**config.mk**
```make
export PLATFORM = sky130hd
export DESIGN_NAME = reg_control_unit
export DESIGN_NICKNAME = d
export VERILOG_FILES = /design/src/rtl/reg_control_unit.sv
export SDC_FILE = /design/constraint.sdc
export NUM_CORES = 1
export LEC_CHECK = 0
export ABC_AREA = 0
export BUFFER_PORTS_ARGS = -buffer_cell sky130_fd_sc_hd__buf_2
export CAP_MARGIN = 10
export CORE_ASPECT_RATIO = 0.5
export CORE_MARGIN = 4
export CORE_UTILIZATION = 32
export DETAILED_ROUTE_END_ITERATION = 7
export PLACE_DENSITY = 0.52
export SETUP_SLACK_MARGIN = 0.5
export SLEW_MARGIN = 10
export SYNTH_ARGS = -nofsm -noshare
export SYNTH_HDL_FRONTEND = slang
export SYNTH_SLANG_ARGS = --single-unit
```
**constraint.sdc**
```tcl
create_clock -name clk -period 4.25 [get_ports clk]
set_input_delay 0.2125 -clock clk [delete_from_list [all_inputs] [get_ports clk]]
set_output_delay 0.2125 -clock clk [all_outputs]
set_load 0.01 [all_outputs]
```
**src/rtl/reg_control_unit.sv**
```systemverilog
// ============================================================================
// Module      : reg_control_unit
// Description : Control sequencer for the 4-bit X/Y/Z register file. Accepts
//               one instruction per start/done handshake. Expands it into
//               multi-cycle 3-bit register opcodes, an ULA select and the
//               X load-source select.
// Options     : REG_CTRL_INSTR_COUNT_EN - adds output instr_count [7:0], a
//               wrapping count of completed instructions.
// Revision    : 1.0 - initial release
// ============================================================================
`default_nettype none

module reg_control_unit #(
  parameter int AMT_W     = 2,
  parameter int DONE_HOLD = 0
) (
  input  logic             clk,
  input  logic             rst,
  input  logic             start,
  input  logic [2:0]       op,
  input  logic [AMT_W-1:0] amt,
  output logic [2:0]       tx,
  output logic [2:0]       ty,
  output logic [2:0]       tz,
  output logic [1:0]       ula_op,
  output logic             x_src,
  output logic             busy,
  output logic             done
`ifdef REG_CTRL_INSTR_COUNT_EN
  ,
  output logic [7:0]       instr_count
`endif
);

  // Counter must hold both the largest shift amount and the largest DONE_HOLD.
  localparam int CNT_W = (AMT_W > 2) ? AMT_W : 2;

  localparam logic [CNT_W-1:0] C_ONE      = CNT_W'(1);
  localparam logic [CNT_W-1:0] C_HOLD_CNT = CNT_W'(DONE_HOLD);
  localparam logic             C_HAS_HOLD = (DONE_HOLD != 0);

  // Register-file opcodes
  localparam logic [2:0] RO_HOLD   = 3'b000;
  localparam logic [2:0] RO_LOAD   = 3'b001;
  localparam logic [2:0] RO_SHIFTR = 3'b010;
  localparam logic [2:0] RO_SHIFTL = 3'b011;
  localparam logic [2:0] RO_RESET  = 3'b100;

  // Instruction opcodes
  localparam logic [2:0] OP_NOP   = 3'b000;
  localparam logic [2:0] OP_LDX   = 3'b001;
  localparam logic [2:0] OP_ADD   = 3'b010;
  localparam logic [2:0] OP_SUB   = 3'b011;
  localparam logic [2:0] OP_SHR   = 3'b100;
  localparam logic [2:0] OP_SHL   = 3'b101;
  localparam logic [2:0] OP_CLR   = 3'b110;
  localparam logic [2:0] OP_MOVZX = 3'b111;

  // FSM states
  localparam logic [2:0] S_IDLE   = 3'd0;
  localparam logic [2:0] S_DECODE = 3'd1;
  localparam logic [2:0] S_EXEC   = 3'd2;
  localparam logic [2:0] S_WAIT   = 3'd3;
  localparam logic [2:0] S_DONE   = 3'd4;

  logic [2:0]       state_q, state_d;
  logic [2:0]       op_q, op_d;
  logic [AMT_W-1:0] amt_q, amt_d;
  logic [CNT_W-1:0] cnt_q, cnt_d;

  logic [2:0]       tx_q, tx_d;
  logic [2:0]       ty_q, ty_d;
  logic [2:0]       tz_q, tz_d;
  logic [1:0]       ula_q, ula_d;
  logic             xsrc_q, xsrc_d;
  logic             busy_q, busy_d;
  logic             done_q, done_d;

  logic             is_shift;
  logic [2:0]       post_state;
  logic [CNT_W-1:0] post_cnt;

  assign is_shift = (op_q == OP_SHR) || (op_q == OP_SHL);

  // Where to go once the work phase is over: the optional hold, or straight to DONE.
  always_comb begin
    post_state = S_DONE;
    post_cnt   = '0;
    if (C_HAS_HOLD) begin
      post_state = S_WAIT;
      post_cnt   = C_HOLD_CNT;
    end
  end

  // Next-state logic: sequencing, operand latching and the cycle counter.
  always_comb begin
    state_d = state_q;
    op_d    = op_q;
    amt_d   = amt_q;
    cnt_d   = cnt_q;
    case (state_q)
      S_IDLE: begin
        if (start) begin
          state_d = S_DECODE;
          op_d    = op;
          amt_d   = amt;
        end
      end
      S_DECODE: begin
        if ((op_q == OP_NOP) || (is_shift && (amt_q == '0))) begin
          state_d = post_state;
          cnt_d   = post_cnt;
        end else begin
          state_d = S_EXEC;
          cnt_d   = is_shift ? CNT_W'(amt_q) : C_ONE;
        end
      end
      S_EXEC: begin
        cnt_d = cnt_q - C_ONE;
        if (cnt_q <= C_ONE) begin
          state_d = post_state;
          cnt_d   = post_cnt;
        end
      end
      S_WAIT: begin
        cnt_d = cnt_q - C_ONE;
        if (cnt_q <= C_ONE) begin
          state_d = S_DONE;
          cnt_d   = '0;
        end
      end
      S_DONE: begin
        state_d = S_IDLE;
      end
      default: begin
        state_d = S_IDLE;
        cnt_d   = '0;
      end
    endcase
  end

  // Output decode from the next state so every output is a plain register.
  always_comb begin
    tx_d   = RO_HOLD;
    ty_d   = RO_HOLD;
    tz_d   = RO_HOLD;
    ula_d  = 2'b00;
    xsrc_d = 1'b0;
    busy_d = (state_d != S_IDLE);
    done_d = (state_d == S_DONE);
    if (state_d == S_EXEC) begin
      case (op_q)
        OP_LDX:   tx_d = RO_LOAD;
        OP_ADD:   tz_d = RO_LOAD;
        OP_SUB: begin
          ula_d = 2'b01;
          tz_d  = RO_LOAD;
        end
        OP_SHR:   tx_d = RO_SHIFTR;
        OP_SHL:   tx_d = RO_SHIFTL;
        OP_CLR: begin
          tx_d = RO_RESET;
          ty_d = RO_RESET;
          tz_d = RO_RESET;
        end
        OP_MOVZX: begin
          tx_d   = RO_LOAD;
          xsrc_d = 1'b1;
        end
        default: tx_d = RO_HOLD;
      endcase
    end
  end

  // State, operand and output registers; reset forces HOLD at once.
  always_ff @(posedge clk or posedge rst) begin
    if (rst) begin
      state_q <= S_IDLE;
      op_q    <= OP_NOP;
      amt_q   <= '0;
      cnt_q   <= '0;
      tx_q    <= RO_HOLD;
      ty_q    <= RO_HOLD;
      tz_q    <= RO_HOLD;
      ula_q   <= 2'b00;
      xsrc_q  <= 1'b0;
      busy_q  <= 1'b0;
      done_q  <= 1'b0;
    end else begin
      state_q <= state_d;
      op_q    <= op_d;
      amt_q   <= amt_d;
      cnt_q   <= cnt_d;
      tx_q    <= tx_d;
      ty_q    <= ty_d;
      tz_q    <= tz_d;
      ula_q   <= ula_d;
      xsrc_q  <= xsrc_d;
      busy_q  <= busy_d;
      done_q  <= done_d;
    end
  end

  assign tx     = tx_q;
  assign ty     = ty_q;
  assign tz     = tz_q;
  assign ula_op = ula_q;
  assign x_src  = xsrc_q;
  assign busy   = busy_q;
  assign done   = done_q;

`ifdef REG_CTRL_INSTR_COUNT_EN
  logic [7:0] icnt_q;

  // Completed-instruction counter; steps together with the done pulse and wraps.
  always_ff @(posedge clk or posedge rst) begin
    if (rst) begin
      icnt_q <= 8'd0;
    end else if (state_d == S_DONE) begin
      icnt_q <= icnt_q + 8'd1;
    end
  end

  assign instr_count = icnt_q;
`endif

endmodule

`default_nettype wire

```
==> results of run 1 <==
-- path summary, 6_finish.rpt --
kind | start | endpoint | slack [ps] | cells after the start
worst max-delay path | op_q[1] | tz[2] | 2640 | 3
worst min-delay path | rst | tx[2] | 80 | 2
worst max register to register | op_q[1] | tz[2] | 2640 | 3
worst min register to register | cnt_q[0] | cnt_q[0] | 540 | 1
max in group asynchronous | rst | cnt_q[0] | 3700 | 2
min in group clk | op[2] | op_q[2] | 180 | 2
-- layout by cell type (no fill, tap or decap) --
cell type / count
a32oi_4: 1
mux2_2: 5
nor4_1: 3
or3_2: 1
or3b_2: 1
dfrtp_1: 20
o2111ai_1: 1
nor3b_4: 1
buf_2: 17
or4b_4: 1
nor2b_2: 1
nand2_1: 5
or2b_2: 1
nand3_1: 1
o211ai_1: 1
nor3_1: 4
nand4b_1: 1
a22o_2: 2
a21oi_2: 1
conb_1: 4
nor2_1: 2
nor4b_1: 2
or2b_1: 1
o21ai_0: 1
inv_1: 3
clkbuf_8: 4
nor4b_4: 1
a21oi_1: 1
-- where the power goes --
group          internal, mW  switching [mW]  leakage (nW)
registers             0.255          0.0724         0.260
logic                 0.122           0.125         0.203
clock network        0.0825          0.0614        0.0288
-- metal layers --
layer	global-route usage [%]	up-vias	part of all wire, %
li1	-	275	-
met1	13.0	280	49
met2	14.3	17	44
met3	3.78	2	5.5
met4	3.64	0	0.88
met5	0	-	0
-- logic make-up (layout without fill, tap and decap cells) --
family | Yosys count | in the layout | share of synthesized area, %
and+or+nand+nor | 26 | 26 | 22.1
DFF | 20 | 20 | 57.0
AOI/OAI and AO/OA | 8 | 8 | 9.40
buffers and inverters | 7 | 24 | 4.70
muxes | 5 | 5 | 6.41
other | 1 | 4 | 0.427
-- worst max-delay path, delay by kind of cell, from the launching register on --
family	cells	cell delay (ps)
AOI/OAI and AO/OA	1	360
and+or+nand+nor	2	680
DFF	1	440
-- layout make-up --
type,count,area (um^2)
Clock buffer,4,55.1
Timing Repair Buffer,17,85.1
Inverter,3,11.3
Fill cell,256,1560
Sequential cell,20,500
Tap cell,37,46.3
Multi-Input combinational cell,43,348
-- sequential cells by signal, indices dropped and copies added (netlist names) --
signal,cells
op_q,3
state_q,3
tx,3
amt_q,2
cnt_q,2
tz,2
busy,1
done,1
ty,1
ula_op,1
x_src,1
-- through the flow --
| stage | hold slack (ps) | worst slack (ps) | cell area (um^2) | power [mW] | utilization, % |
|---|---|---|---|---|---|
| detailed placement | 395 | 2650 | 991 | 0.580 | 38.1 |
| CTS | 113 | 2630 | 1050 | 0.726 | 40.2 |
| global placement | 358 | 2670 | 991 | 0.572 | 38.1 |
| global route | 133 | 2570 | 1050 | 0.766 | 40.2 |
| finish | 78.2 | 2640 | 1050 | 0.718 | 40.2 |
| floorplan | 176 | 2760 | 890 | 0.512 | - |
==> run_results.csv, run 1 <==
group,metric,value,unit
clock_network,clock_latency,260,ps
critical_path,path_class,"reg2reg",
cells_and_area,drive_above_1_share,42.5,%
clock_network,cts-root-buf,"clkbuf_8",
critical_path,end_kind,"register",
logic_synthesis,postSynthAreaPerCell,13.1,um^2
critical_path,path_cells,"or4b_4 > a32oi_4 > nor4_1",
pwr,p_leak,0.492,nW
detailed_routing,avgViaCountPerCell,4.63,
outcome,status,"complete, no violations",
critical_path,critPathSlowestCell,"or4b_4",
critical_path,cp.required,4380,ps
logic_synthesis,synth_top_area_share,57.0,%
clock_network,post_cts_buffers,0,
sta,tightest_slew,760,ps
sta,setup_violations,0,
floorplan,ios,22,
cells_and_area,final_cells,124,
detailed_routing,dr.pass1.iters,4,
detailed_routing,wl_per_cell,12.8,um
clock_network,numClockSinks,20,
floorplan,core-area,2600,um^2
logic_synthesis,synth-edff-count,0,
place,gp_congestion,0.717,
sta,grt_setup_unrepaired,"false",
logic_synthesis,synthTopCellsByArea,"dfrtp_1 (57%), mux2_2 (6.4%), buf_4 (3.4%)",
sta,fmax,621,MHz
min_path,hp-class,"in2async",
clock_network,cts_hold_buf,0,
sta,finalCriticalPeriod,1610,ps
floorplan,fp.dieW,82.1,um
sta,final_max_slew_viol_count,0,
clock_network,clockBufferDepth,2,
floorplan,start_util,33.7,%
clock_network,cts_tree,"yes",
logic_synthesis,yosysTopAreaCell,"dfrtp_1",
logic_synthesis,synth-seq-cells,20,
place,dp.cells,120,
detailed_routing,drt_wl_total,1590,um
detailed_routing,drt_iter0_drc,73,
place,port_buffers,17,
detailed_routing,vias,574,
logic_synthesis,ys.flop_type,"dfrtp_1",
clock_network,ctsResizeCount,0,
logic_synthesis,synth_warnings,0,
logic_synthesis,synthCells,67,
logic_synthesis,ys_async_sr_fraction,100,%
job,cap_violations,0,
grt,overflow,0,
critical_path,crit_path_max_incr_delay,570,ps
sta,finClkSkew,3.99,ps
cells_and_area,area_delta_synth_final,19.1,%
critical_path,path_max_fanout,9,
cells_and_area,n_antenna_cell,0,
pwr,ir_drop,0.333,mV
clock_network,htree_levels,1,
grt,grtUsageTotal,9.72,%
logic_synthesis,synth_cell_types,27,
critical_path,cp.arrival,1740,ps
cells_and_area,nets,96,
floorplan,rows,13,
clock_network,cts_buffers,3,
sta,fin_setup_tns,0,ps
critical_path,startpoint_type,"register",
detailed_routing,drc,0,
detailed_routing,ant_nets,0,
grt,grt_antenna_before_repair,0,
sta,hold_viol,0,
logic_synthesis,yosysMostFrequentCell,"dfrtp_1",
floorplan,dieArea,3700,um^2
grt,grt_pass1_wl,2590,um
sta,period_share,37.9,%
pwr,power_density,687,nW/um^2
grt,first_global_vias,546,
logic_synthesis,ys_top_cells_by_count,"dfrtp_1 (20), mux2_2 (5), nand2_1 (5)",
clock_network,path_clk_slew,70,ps
sta,relSlewSlack,49.3,%
logic_synthesis,netlist_area,878,um^2
grt,grt_max_degree,21,
floorplan,die_y,45.0,um
logic_synthesis,seq_area_frac_synth,57.0,%
Note: power is estimated with default switching activity, not from simulation.
==> run 2, diff against run 1 <==
clock period = 1.7 ns   (was 4.25 ns; I/O delays follow)
==> run 2 against run 1 <==
  * Non-clock buffer count grew 18
  * Largest power group is now combinational cells
  * Critical path depth is the same
  * Via count up 22%
  * Sequential power is 150% higher
  * Sequential share of layout area decreased by 9.8 points
  * Utilization grew 11 points
  * Die area unchanged
  * Setup slack got worse by 2400 ps
  * Total power grew to 3.6 times the previous value
==> run_results.csv, run 2 (synthesis gave the netlist of run 1 again) <==
group,metric,value,unit
outcome,status,"complete, no violations",
job,cap_violations,0,
sta,grt_setup_unrepaired,"true",
grt,grt_use_met3,3.78,%
cells_and_area,nets,116,
floorplan,die_y,45.0,um
grt,first_global_vias,710,
grt,grt_pass1_wl,3570,um
detailed_routing,dr.pass1.iters,4,
floorplan,core-area,2600,um^2
clock_network,clockBufferDepth,2,
sta,finalCriticalPeriod,1470,ps
cells_and_area,final_cells,144,
floorplan,start_util,33.7,%
clock_network,clock_latency,260,ps
critical_path,cp.arrival,1610,ps
cells_and_area,area_delta_synth_final,51.7,%
min_path,hp-class,"in2reg",
critical_path,cp.required,1850,ps
detailed_routing,avgViaCountPerCell,4.85,
detailed_routing,ant_nets,0,
clock_network,cts-root-buf,"clkbuf_8",
clock_network,numClockSinks,20,
detailed_routing,wl_per_cell,15.5,um
detailed_routing,vias,699,
cells_and_area,n_antenna_cell,0,
critical_path,path_class,"reg2reg",
grt,grt_max_degree,21,
grt,grtUsageTotal,13.0,%
min_path,hp-start,"op[1]",
floorplan,ios,22,
grt,use_met1,16.2,%
sta,hold_viol,0,
clock_network,cts_buffers,3,
place,port_buffers,17,
grt,overflow,0,
cells_and_area,final_common_cell,"buf_2",
pwr,p_leak,0.612,nW
critical_path,end_kind,"register",
cells_and_area,drive_above_1_share,61.7,%
critical_path,startpoint_type,"register",
floorplan,rows,13,
floorplan,fp.dieW,82.1,um
clock_network,htree_levels,1,
detailed_routing,drt_wl_total,2230,um
sta,period_share,86.4,%
pwr,power_density,1910,nW/um^2
cells_and_area,num-fill-cells,230,
clock_network,path_clk_slew,70,ps
critical_path,startpoint,"amt_q[0]",
place,place_hpwl,1290,um
cells_and_area,mostFrequentLayoutCells,"buf_2 (17), dfrtp_1 (15), buf_4 (12)",
floorplan,dieArea,3700,um^2
sta,setup_violations,0,
critical_path,rrSetupSlack,230,ps
detailed_routing,drc,0,
grt,grt-busiest-layer,"met2",
grt,grt_antenna_before_repair,0,
place,dp.cells,122,
sta,fin_setup_tns,0,ps
critical_path,r2r_start,"amt_q[0]",
critical_path,path_max_fanout,4,
sta,fmax,681,MHz
grt,met2_usage,22.3,%
sta,finClkSkew,1.22,ps
place,gp_congestion,0.791,
pwr,ir_drop,0.606,mV
detailed_routing,drt_iter0_drc,17,
clock_network,cts_tree,"yes",
sta,final_max_slew_viol_count,0,
==> run 2: changes by cell type in the layout (fill, tap and decap cells not counted), moves of 2 or more <==
cell / previous run / this run
a21oi_4: 0 / 2
buf_4: 0 / 12
buf_6: 0 / 5
dfrtp_1: 20 / 15
dfrtp_2: 0 / 5
mux2_2: 5 / 0
mux2_4: 0 / 5
nor3_1: 4 / 2
nor3_2: 0 / 2
==> run 2: path summary, 6_finish.rpt <==
kind / cells past startpoint / endpoint
worst max-delay path: 3 / tz[2]
worst min-delay path: 2 / op_q[1]
worst max register to register: 3 / tz[2]
worst min register to register: 1 / cnt_q[0]
max in group asynchronous: 3 / op_q[1]
min in group asynchronous: 3 / busy
==> run 2: critical path: stages, from the launching register on <==
cell and delay (ps):
dfrtp_1 380, or4b_4 590, a32oi_4 290, nor4_2 90
==> run 2: cell type report <==
| class | count | area (um^2) | area share [%] |
|---|---|---|---|
| sequential | 20 | 507 | 38.0 |
| multi-input combinational | 45 | 452 | 33.9 |
| timing repair buffer | 35 | 241 | 18.1 |
| tap | 37 | 46.3 | 3.47 |
| clock buffer | 3 | 41.3 | 3.10 |
| clock inverter | 1 | 30.0 | 2.25 |
| inverter | 3 | 15.0 | 1.13 |
==> run 2: where the power goes <==
part           total, mW  internal (mW)  switching [mW]  leakage (nW)
Sequential         0.811          0.648           0.163         0.254
Combinational       1.26          0.688           0.572         0.323
Clock              0.480          0.315           0.165        0.0357
Total               2.55           1.65           0.901         0.612
==> run 2: timing repair <==
| item | CTS | global route |
|---|---|---|
| endpoints found under the setup margin | 19 | 24 |
| hold buffers | 1 | 0 |
| gates resized for setup | 13 | 8 |
| gates cloned | 2 | 0 |
| buffers inserted | 11 | 4 |
| hold endpoints to repair | 20 | 0 |
| pin swaps | 8 | 5 |
==> run 2: per-stage QoR <==
stage | hold WS [ps] | utilization [%] | instance area [um^2] | setup slack, ps | power [mW]
3_3_place_gp | 228 | 39.5 | 1030 | 154 | 1.51
5_1_grt | 40.0 | 51.2 | 1330 | 173 | 2.69
6_report | 48.5 | 51.2 | 1330 | 231 | 2.55
2_1_floorplan | 48.8 | - | 912 | 221 | 1.33
3_5_place_dp | 254 | 39.5 | 1030 | 119 | 1.55
4_1_cts | 42.3 | 48.8 | 1270 | 206 | 2.39
==> run 2: metal layers <==
layer / up-vias / share of wire (%)
met3: 3 / 5.6
met5: - / 0
li1: 321 / -
met4: 0 / 0.94
met2: 22 / 49
met1: 353 / 44
==> run 3, diff against run 2 <==
REMOVE_ABC_BUFFERS = 1   (was default)
==> run 3 against run 2 <==
  * Sequential share of layout area is 1.8 points higher
  * Routed wire length is 12% lower
  * Via count is 4.1% lower
  * Global-route usage is 1.3 points lower
  * Cell count is 2.8% lower
  * Clock-buffer cell count stayed put
  * Non-clock buffer count is 3 lower
  * Critical path depth stayed put
  * Sequential power is 1% lower
  * Worst hold slack better by 19 ps
  * Clock power is 38% lower
  * Design area is 5.1% lower
  * Critical path type unchanged
==> run_results.csv, run 3 (synthesis gave the netlist of run 1 again) <==
group,metric,value,unit
outcome,status,"complete, no violations",
critical_path,cp.arrival,1640,ps
detailed_routing,wl_per_cell,14.1,um
clock_network,path_clk_slew,60,ps
clock_network,cts-root-buf,"clkbuf_8",
sta,final_max_slew_viol_count,0,
floorplan,dieArea,3700,um^2
cells_and_area,nets,113,
sta,grt_setup_unrepaired,"true",
grt,grt_use_met3,3.59,%
cells_and_area,n_antenna_cell,0,
sta,hold_viol,0,
place,place_hpwl,1270,um
detailed_routing,avgViaCountPerCell,4.79,
clock_network,clockBufferDepth,2,
clock_network,htree_levels,1,
floorplan,rows,13,
grt,grt_antenna_before_repair,0,
critical_path,cp.required,1820,ps
detailed_routing,dr.pass1.iters,4,
grt,grt_max_degree,21,
critical_path,path_cells,"or4b_4 > a32oi_4 > nor4b_1",
critical_path,end_kind,"register",
pwr,ir_drop,0.837,mV
sta,finalCriticalPeriod,1510,ps
floorplan,fp.dieW,82.1,um
critical_path,crit_path_max_incr_delay,590,ps
sta,setup_violations,0,
pwr,power_density,1770,nW/um^2
cells_and_area,area_delta_synth_final,44.0,%
min_path,hp-class,"in2reg",
sta,fmax,660,MHz
grt,grt_pass1_wl,3170,um
critical_path,path_max_fanout,5,
floorplan,start_util,33.7,%
job,cap_violations,0,
floorplan,core-area,2600,um^2
detailed_routing,drc,0,
critical_path,path_class,"reg2reg",
grt,first_global_vias,619,
cells_and_area,mostFrequentLayoutCells,"dfrtp_1 (17), buf_2 (17), buf_4 (11)",
place,port_buffers,17,
grt,use_met1,15.7,%
cells_and_area,drive_above_1_share,58.3,%
place,post-place-ws,98.8,ps
sta,hold_slack,67.4,ps
critical_path,startpoint_type,"register",
detailed_routing,vias,670,
sta,fin_ws,186,ps
detailed_routing,drt_wl_total,1970,um
critical_path,critPathSlowestCell,"or4b_4",
sta,finClkSkew,5.23,ps
floorplan,ios,22,
clock_network,clock_latency,250,ps
clock_network,cts_tree,"yes",
grt,met2_usage,19.3,%
grt,grt-busiest-layer,"met2",
grt,grtUsageTotal,11.7,%
sta,period_share,89.1,%
grt,overflow,0,
place,gp_congestion,0.769,
clock_network,cts_buffers,3,
floorplan,die_y,45.0,um
detailed_routing,ant_nets,0,
sta,fin_setup_tns,0,ps
pwr,p_leak,0.585,nW
clock_network,numClockSinks,20,
detailed_routing,drt_iter0_drc,30,
## run 3: repair_timing
action                                 in CTS  in global routing
hold buffers                                1                  0
endpoints found under the hold margin      20                  0
setup buffers                               6                  6
resized for setup                          14                  8
setup endpoints to repair                  19                 39
pin swaps                                   6                  7
cloned                                      2                  0
## run 3: per-stage QoR
| step | cells | total power [mW] | instance area, um^2 | utilization (%) |
|---|---|---|---|---|
| final | 140 | 2.24 | 1260 | 48.6 |
| after floorplan | 66 | 1.27 | 860 | - |
| after global routing | 140 | 2.38 | 1260 | 48.6 |
| after detailed placement | 122 | 1.50 | 1010 | 38.7 |
| after CTS | 134 | 2.06 | 1180 | 45.2 |
| after global placement | 122 | 1.46 | 1010 | 38.7 |
## run 3: worst max-delay path, delay by kind of cell, from the launching register on
family / cells / cell delay [ps]
AOI/OAI and AO/OA: 1 / 310
DFF: 1 / 380
and+or+nand+nor: 2 / 690
## run 3: where the power goes
group          switching, mW  internal [mW]
combinational          0.524          0.616
sequential             0.160          0.643
clock                  0.140          0.157
total                  0.824           1.42
## run 3: worst paths after layout
path | startpoint | end | slack, ps | depth (start not counted)
setup / recovery | amt_q[1] | ula_op[0] | 190 | 3
setup reg to reg | amt_q[1] | ula_op[0] | 190 | 3
min in group asynchronous | rst | tx[0] | 390 | 3
hold reg to reg | cnt_q[0] | cnt_q[0] | 520 | 1
max in group asynchronous | rst | state_q[2] | 1030 | 3
hold / removal | op[1] | op_q[1] | 70 | 2
## run 3: layout make-up
class	count	area, um^2
Sequential cell	20	504
Inverter	3	15.0
Clock buffer	3	41.3
Tap cell	37	46.3
Multi-Input combinational cell	45	447
Fill cell	241	1340
Timing Repair Buffer	32	211
## run 3: metal layers
metal,vias up,routed length (um)
met1,341,931
met5,-,0
met2,13,961
met4,0,18
met3,2,63
li1,314,-
